<file path="config.mk">
export PLATFORM = sky130hd
export DESIGN_NAME = cpu_fetch_stage
export DESIGN_NICKNAME = d
export VERILOG_FILES = /design/src/rtl/cpu_fetch_pkg.sv /design/src/rtl/cpu_fetch_stage_opcode_imm_len.sv /design/src/rtl/cpu_fetch_stage.sv
export SDC_FILE = /design/constraint.sdc
export NUM_CORES = 1
export LEC_CHECK = 0
export ABC_AREA = 0
export ABC_CLOCK_PERIOD_IN_PS = 5700
export BUFFER_PORTS_ARGS = -buffer_cell sky130_fd_sc_hd__buf_2
export CAP_MARGIN = 15
export CORE_MARGIN = 5
export CORE_UTILIZATION = 57
export CTS_BUF_LIST = sky130_fd_sc_hd__clkbuf_8 sky130_fd_sc_hd__clkbuf_16
export DETAILED_ROUTE_END_ITERATION = 7
export PLACE_DENSITY = 0.86
export SYNTH_ARGS = -nofsm -noshare
export SYNTH_HDL_FRONTEND = slang
export SYNTH_HIERARCHICAL = 1
export SYNTH_SLANG_ARGS = --single-unit
export TNS_END_PERCENT = 100
</file>
<file path="constraint.sdc">
create_clock -name i_Clk -period 5.7 [get_ports i_Clk]
set_input_delay 1.71 -clock i_Clk [delete_from_list [all_inputs] [get_ports i_Clk]]
set_output_delay 1.71 -clock i_Clk [all_outputs]
set_load 0.005 [all_outputs]
</file>
<file path="src/rtl/cpu_fetch_pkg.sv">
// rtl/cpu_fetch_pkg.sv - shared types and constants for the SM83 fetch stage
package cpu_fetch_pkg;

   // Fetch sequencer states
   typedef enum logic [2:0] {
      F_OP = 3'd0,
      F_CB = 3'd1,
      F_LO = 3'd2,
      F_HI = 3'd3,
      OUT  = 3'd4
   } fetch_state_e;

   localparam logic [7:0] OPC_PREFIX_CB = 8'hCB;

   // Immediate-length code: number of immediate bytes (0, 1 or 2)
   localparam int IMM_LEN_W = 2;
   typedef logic [IMM_LEN_W-1:0] imm_len_t;

endpackage

</file>
<file path="src/rtl/cpu_fetch_stage_opcode_imm_len.sv">
// rtl/cpu_fetch_stage_opcode_imm_len.sv - unprefixed opcode to immediate byte count lookup
module opcode_imm_len
   import cpu_fetch_pkg::*;
(
   input  logic [7:0] i_Opcode,
   output imm_len_t   o_Len
);

   // Unlisted opcodes, including the illegal ones, carry no immediate
   always_comb begin
      o_Len = 2'd0;
      case (i_Opcode)
         8'h06, 8'h0E, 8'h16, 8'h1E, 8'h26, 8'h2E, 8'h36, 8'h3E,
         8'h18, 8'h20, 8'h28, 8'h30, 8'h38,
         8'hC6, 8'hCE, 8'hD6, 8'hDE, 8'hE6, 8'hEE, 8'hF6, 8'hFE,
         8'hE0, 8'hF0, 8'hE8, 8'hF8,
         8'h10:
            o_Len = 2'd1;
         8'h01, 8'h11, 8'h21, 8'h31, 8'h08,
         8'hC2, 8'hC3, 8'hC4, 8'hCA, 8'hCC, 8'hCD,
         8'hD2, 8'hD4, 8'hDA, 8'hDC,
         8'hEA, 8'hFA:
            o_Len = 2'd2;
         default:
            o_Len = 2'd0;
      endcase
   end

endmodule

</file>
<file path="src/rtl/cpu_fetch_stage.sv">
// rtl/cpu_fetch_stage.sv - SM83 instruction fetch front end; HALT_BUG_EN adds i_Halt_Bug
module cpu_fetch_stage
   import cpu_fetch_pkg::*;
#(
   parameter logic [15:0] RESET_PC = 16'h0000
)(
   input  logic        i_Clk,
   input  logic        i_nRst,
   output logic [15:0] o_Addr,
   output logic        o_Rd,
   input  logic [7:0]  i_Mem_Data,
   input  logic        i_Mem_Ready,
   input  logic        i_Stall,
   input  logic        i_Redirect,
   input  logic [15:0] i_Redirect_PC,
   output logic        o_Valid,
   output logic [7:0]  o_Opcode,
   output logic        o_Prefix_CB,
   output logic [15:0] o_Imm,
   output logic [15:0] o_Inst_PC,
   output logic [15:0] o_Next_PC
`ifdef HALT_BUG_EN
  ,input  logic        i_Halt_Bug
`endif
);

   fetch_state_e state_q, state_d;
   logic [15:0]  pc_q, pc_d;
   logic [15:0]  inst_pc_q, inst_pc_d;
   logic [15:0]  next_pc_q, next_pc_d;
   logic [15:0]  imm_q, imm_d;
   logic [7:0]   opcode_q, opcode_d;
   logic         prefix_q, prefix_d;
   logic         valid_q, valid_d;
   logic         rd_en_q, rd_en_d;
   imm_len_t     len_q, len_d;
   imm_len_t     byte_len;
   logic         accept;
   logic         hold_pc;

   opcode_imm_len u_imm_len (
      .i_Opcode (i_Mem_Data),
      .o_Len    (byte_len)
   );

`ifdef HALT_BUG_EN
   assign hold_pc = (state_q == F_OP) && i_Halt_Bug;
`else
   assign hold_pc = 1'b0;
`endif

   // Reads stop while an instruction is presented (no prefetch overlap)
   assign o_Rd        = rd_en_q && (state_q != OUT);
   assign o_Addr      = pc_q;
   assign accept      = o_Rd && i_Mem_Ready;

   assign o_Valid     = valid_q;
   assign o_Opcode    = opcode_q;
   assign o_Prefix_CB = prefix_q;
   assign o_Imm       = imm_q;
   assign o_Inst_PC   = inst_pc_q;
   assign o_Next_PC   = next_pc_q;

   // Next-state: byte assembly, then transfer completion, then redirect override
   always_comb begin
      state_d   = state_q;
      pc_d      = pc_q;
      inst_pc_d = inst_pc_q;
      next_pc_d = next_pc_q;
      imm_d     = imm_q;
      opcode_d  = opcode_q;
      prefix_d  = prefix_q;
      valid_d   = valid_q;
      len_d     = len_q;
      rd_en_d   = 1'b1;

      if (accept && !i_Redirect) begin
         pc_d = hold_pc ? pc_q : pc_q + 16'd1;
         case (state_q)
            F_OP: begin
               inst_pc_d = pc_q;
               imm_d     = 16'h0000;
               prefix_d  = 1'b0;
               opcode_d  = i_Mem_Data;
               len_d     = byte_len;
               if (i_Mem_Data == OPC_PREFIX_CB) begin
                  state_d = F_CB;
               end else if (byte_len == 2'd0) begin
                  state_d   = OUT;
                  valid_d   = 1'b1;
                  next_pc_d = pc_d;
               end else begin
                  state_d = F_LO;
               end
            end
            F_CB: begin
               opcode_d  = i_Mem_Data;
               prefix_d  = 1'b1;
               state_d   = OUT;
               valid_d   = 1'b1;
               next_pc_d = pc_d;
            end
            F_LO: begin
               imm_d = {8'h00, i_Mem_Data};
               if (len_q == 2'd2) begin
                  state_d = F_HI;
               end else begin
                  state_d   = OUT;
                  valid_d   = 1'b1;
                  next_pc_d = pc_d;
               end
            end
            F_HI: begin
               imm_d     = {i_Mem_Data, imm_q[7:0]};
               state_d   = OUT;
               valid_d   = 1'b1;
               next_pc_d = pc_d;
            end
            default: ;
         endcase
      end

      if ((state_q == OUT) && !i_Stall) begin
         state_d = F_OP;
         valid_d = 1'b0;
      end

      if (i_Redirect) begin
         pc_d    = i_Redirect_PC;
         state_d = F_OP;
         valid_d = 1'b0;
      end
   end

   // State and instruction field registers
   always_ff @(posedge i_Clk or negedge i_nRst) begin
      if (!i_nRst) begin
         state_q   <= F_OP;
         pc_q      <= RESET_PC;
         inst_pc_q <= RESET_PC;
         next_pc_q <= RESET_PC;
         imm_q     <= 16'h0000;
         opcode_q  <= 8'h00;
         prefix_q  <= 1'b0;
         valid_q   <= 1'b0;
         len_q     <= 2'd0;
         rd_en_q   <= 1'b0;
      end else begin
         state_q   <= state_d;
         pc_q      <= pc_d;
         inst_pc_q <= inst_pc_d;
         next_pc_q <= next_pc_d;
         imm_q     <= imm_d;
         opcode_q  <= opcode_d;
         prefix_q  <= prefix_d;
         valid_q   <= valid_d;
         len_q     <= len_d;
         rd_en_q   <= rd_en_d;
      end
   end

endmodule

</file>
==> flow_summary_export.csv <==
group,metric,value,unit
status,status,"finished clean",
cts,cts_tree,"done",
detailed_routing,dr_wl_met2,4850,um
die,die_x,92.5,um
global_routing,grt_pass1_wl,16300,um
setup_path,crit_chain,"buf_2 > inv_1 > nand3_1 > mux2_2",
setup_path,path_max_fanout,31,
layout,drive_above_1_share,35.0,%
setup_path,crit_arrival,3.79,ns
pwr,clock_power_share,30.4,%
setup_path,max_stage_delay,0.83,ns
sta,post-route-period-util,62.3,%
cts,post_cts_resized,0,
sta,tightest_slew,1.03,ns
worst_hold_path,hp-class,"reg -> reg",
place,place.gp.congestion,0.863,
die,design.core.area,6720,sq um
cts,cts_buffer_depth,2,
die,rows,30,
pwr,ir_drop,0.000187,V
detailed_routing,top_layer_used,"met4",
detailed_routing,ant_nets,0,
flow_run,cap_violations,0,
pwr,leakage,2.13,nW
layout,area_delta_synth_final,19.6,%
detailed_routing,drtIter0Drc,255,
cts,cts_max_level,3,
sta,slew_headroom,30.9,%
synthesis,muxShareOfSynthArea,12.4,%
synthesis,async_flop_share,100,%
layout,final_util,69.0,%
synthesis,synth_edf_count,0,
setup_path,critical_path.endpoint_type,"flop",
pwr,power,0.00163,W
sta,min_period,3.55,ns
setup_path,cp_slowest_cell,"nand3_1",
die,ios,104,
sta,timing.setup.tns,0,ns
synthesis,synth-simple-area-share,17.0,%
synthesis,syn_avg_cell_area,10.6,sq um
synthesis,ys_ff_latch,80,
cts,postCtsHoldBufs,0,
setup_path,worstPathRequired,5.94,ns
detailed_routing,vias_per_cell,6.13,
sta,finalSetupViolations,0,
pwr,p_switching,0.000453,W
cts,cts_root_buffer,"clkbuf_8",
sta,fmax,0.282,GHz
layout,fin_cells,544,
cts,post_cts_buffers,0,
setup_path,worstSetupStartpointType,"input pin",
place,numPortBuffers,103,
synthesis,synthAdderAreaFrac,0.323,%
place,hpwlAfterDp,6750,um
cts,numCtsBuffers,9,
sta,fin_worst_skew,0.00791,ns
setup_path,critical-path-top-delay-family,"simple AND/OR/NAND/NOR gates",
synthesis,yosysMostFrequentCell,"dfrtp_1",
synthesis,yosysTopAreaCellShare,51.7,%
global_routing,grt_max_degree,81,
synthesis,synth_xor_area_share,4.75,%
cts,numClockSinks,80,
setup_path,path_buf_inv,2,
pwr,p_sw_share,27.8,%
cts,clk_latency,0.36,ns
detailed_routing,wirelength,9970,um
global_routing,grt.total_usage,24.2,%
detailed_routing,route.detailed.drc,0,
detailed_routing,drt_pass1_iterations,5,
detailed_routing,vias,3334,
pwr,p_int,0.00118,W
die,die_h,92.5,um
detailed_routing,wire_per_inst,18.3,um
detailed_routing,route.layer.met1.wl,4080,um
layout,final_nets,489,
synthesis,synth_top_family_by_area,"simple AND/OR/NAND/NOR gates",
synthesis,syn_area,3870,sq um
synthesis,yosys-top-cells-count,"dfrtp_1, nand2_1, mux2_2, o21ai_0, clkbuf_1",
synthesis,yosys.area.top_type,"dfrtp_1",
sta,finalHoldViolations,0,
synthesis,ys_seq_area_share,51.7,%
global_routing,grt_overflow_total,0,
synthesis,synth_nets,397,
synthesis,ys.flop_type,"dfrtp_1",
synthesis,synth_cell_types,50,
synthesis,yosys-top-cells-area,"dfrtp_1, mux2_2, nand2_1, o21ai_0, xnor2_1",
sta,slew_violations,0,
detailed_routing,wl_met3,701,um
die,dieArea,8550,sq um
setup_path,worstSetupPathType,"in -> reg",
global_routing,antenna_found_initial,1,
place,dp.cells,528,
pwr,pwr-share-seq,47.7,%
pwr,p_comb_share,21.9,%
die,start_util,57.7,%
global_routing,grt_pass1_vias,3287,
synthesis,yosysWarnings,6,
cts,cts.clk_slew.worst_paths,0.08,ns
synthesis,synth_compound_area_share,10.4,%
sta,rsz0062_at_grt,"no",
pwr,p_per_area,352,nW/um^2
synthesis,netlist_instances,367,
## stage by stage
step | setup slack [ns] | area [sq um] | hold WS [ns]
final | 2.15 | 4630 | 0.475
after CTS | 2.19 | 4630 | 0.483
after global routing | 2.09 | 4630 | 0.512
after detailed placement | 1.78 | 4400 | 0.466
after global placement | 1.94 | 4400 | 0.458
after floorplan | 1.93 | 3870 | 0.470
## kinds of logic after synthesis
group | after synthesis
other | 1
DFF | 80
buffers and inverters | 30
and+or+nand+nor | 128
AOI/OAI and AO/OA | 63
adders and majority gates | 1
muxes | 43
xor gates and xnor gates | 21
## placed cells by master (no fill, tap or decap), types with 2 or more instances in the layout
| cell type | n |
|---|---|
| nand2b_1 | 3 |
| buf_2 | 102 |
| mux2i_1 | 3 |
| o211ai_1 | 7 |
| bufinv_16 | 3 |
| a211o_1 | 2 |
| dfrtp_1 | 80 |
| buf_4 | 2 |
| a31oi_1 | 3 |
| nand4_1 | 9 |
| mux2_2 | 40 |
| inv_1 | 9 |
| clkbuf_8 | 10 |
| xnor2_1 | 11 |
| nor2b_1 | 2 |
| nor2_1 | 13 |
| nor4_1 | 3 |
| or4_1 | 9 |
| xor2_1 | 10 |
| nand2_1 | 52 |
| and4_1 | 2 |
| o21ai_0 | 30 |
| nand3_1 | 13 |
| o31ai_1 | 3 |
| o21a_1 | 5 |
| or3_1 | 2 |
| a21oi_1 | 3 |
| and2_1 | 3 |
| nor3_1 | 7 |
| nand4b_1 | 2 |
## path summary, 6_finish.rpt
kind                            start             to  slack, ns  depth (start not counted)
setup / recovery           i_Redirect   o_Inst_PC[5]       2.15                          4
hold / removal              o_Imm[14]      o_Imm[14]       0.48                          2
setup reg to reg           state_q[1]   o_Inst_PC[5]       3.42                          3
hold reg to reg             o_Imm[14]      o_Imm[14]       0.48                          2
max in group asynchronous      i_nRst  o_Next_PC[14]       3.56                          1
min in group asynchronous      i_nRst    o_Opcode[6]       1.51                          1
## cell type report
class                      count  area (sq um)
inverter                       7          26.3
tap                           80           100
antenna                        1          2.50
clock inverter                 5          97.6
multi-input combinational    257          1740
clock buffer                  10           138
fill                         506          2090
timing repair buffer         104           526
sequential                    80          2000
## routing by layer
metal | GRT usage, % | vias up
li1 | - | 1498
met1 | 31.3 | 1638
met2 | 38.1 | 167
met3 | 5.28 | 31
met4 | 12.7 | 0
met5 | 0 | -
## worst min-delay path, cell delays in order (launching register included)
cell and delay, ns:
dfrtp_1 0.34, nand2_1 0.04, o21ai_0 0.06
## power by group through the flow
stage	clock, W	combinational, W	sequential, W
final	0.000496	0.000358	0.000777
after global routing	0.000524	0.000396	0.000794
after CTS	0.000502	0.000362	0.000776
after detailed placement	0	0.000358	0.000786
after global placement	0	0.000344	0.000776
after floorplan	0	0.000178	0.000774
## sequential cells by signal, indices dropped and copies added (netlist names)
signal	cells
state_q	3
o_Addr	16
o_Inst_PC	16
o_Prefix_CB	1
len_q	2
o_Opcode	8
o_Valid	1
rd_en_q	1
o_Imm	16
o_Next_PC	16
Note: power is estimated with default switching activity, not from simulation.
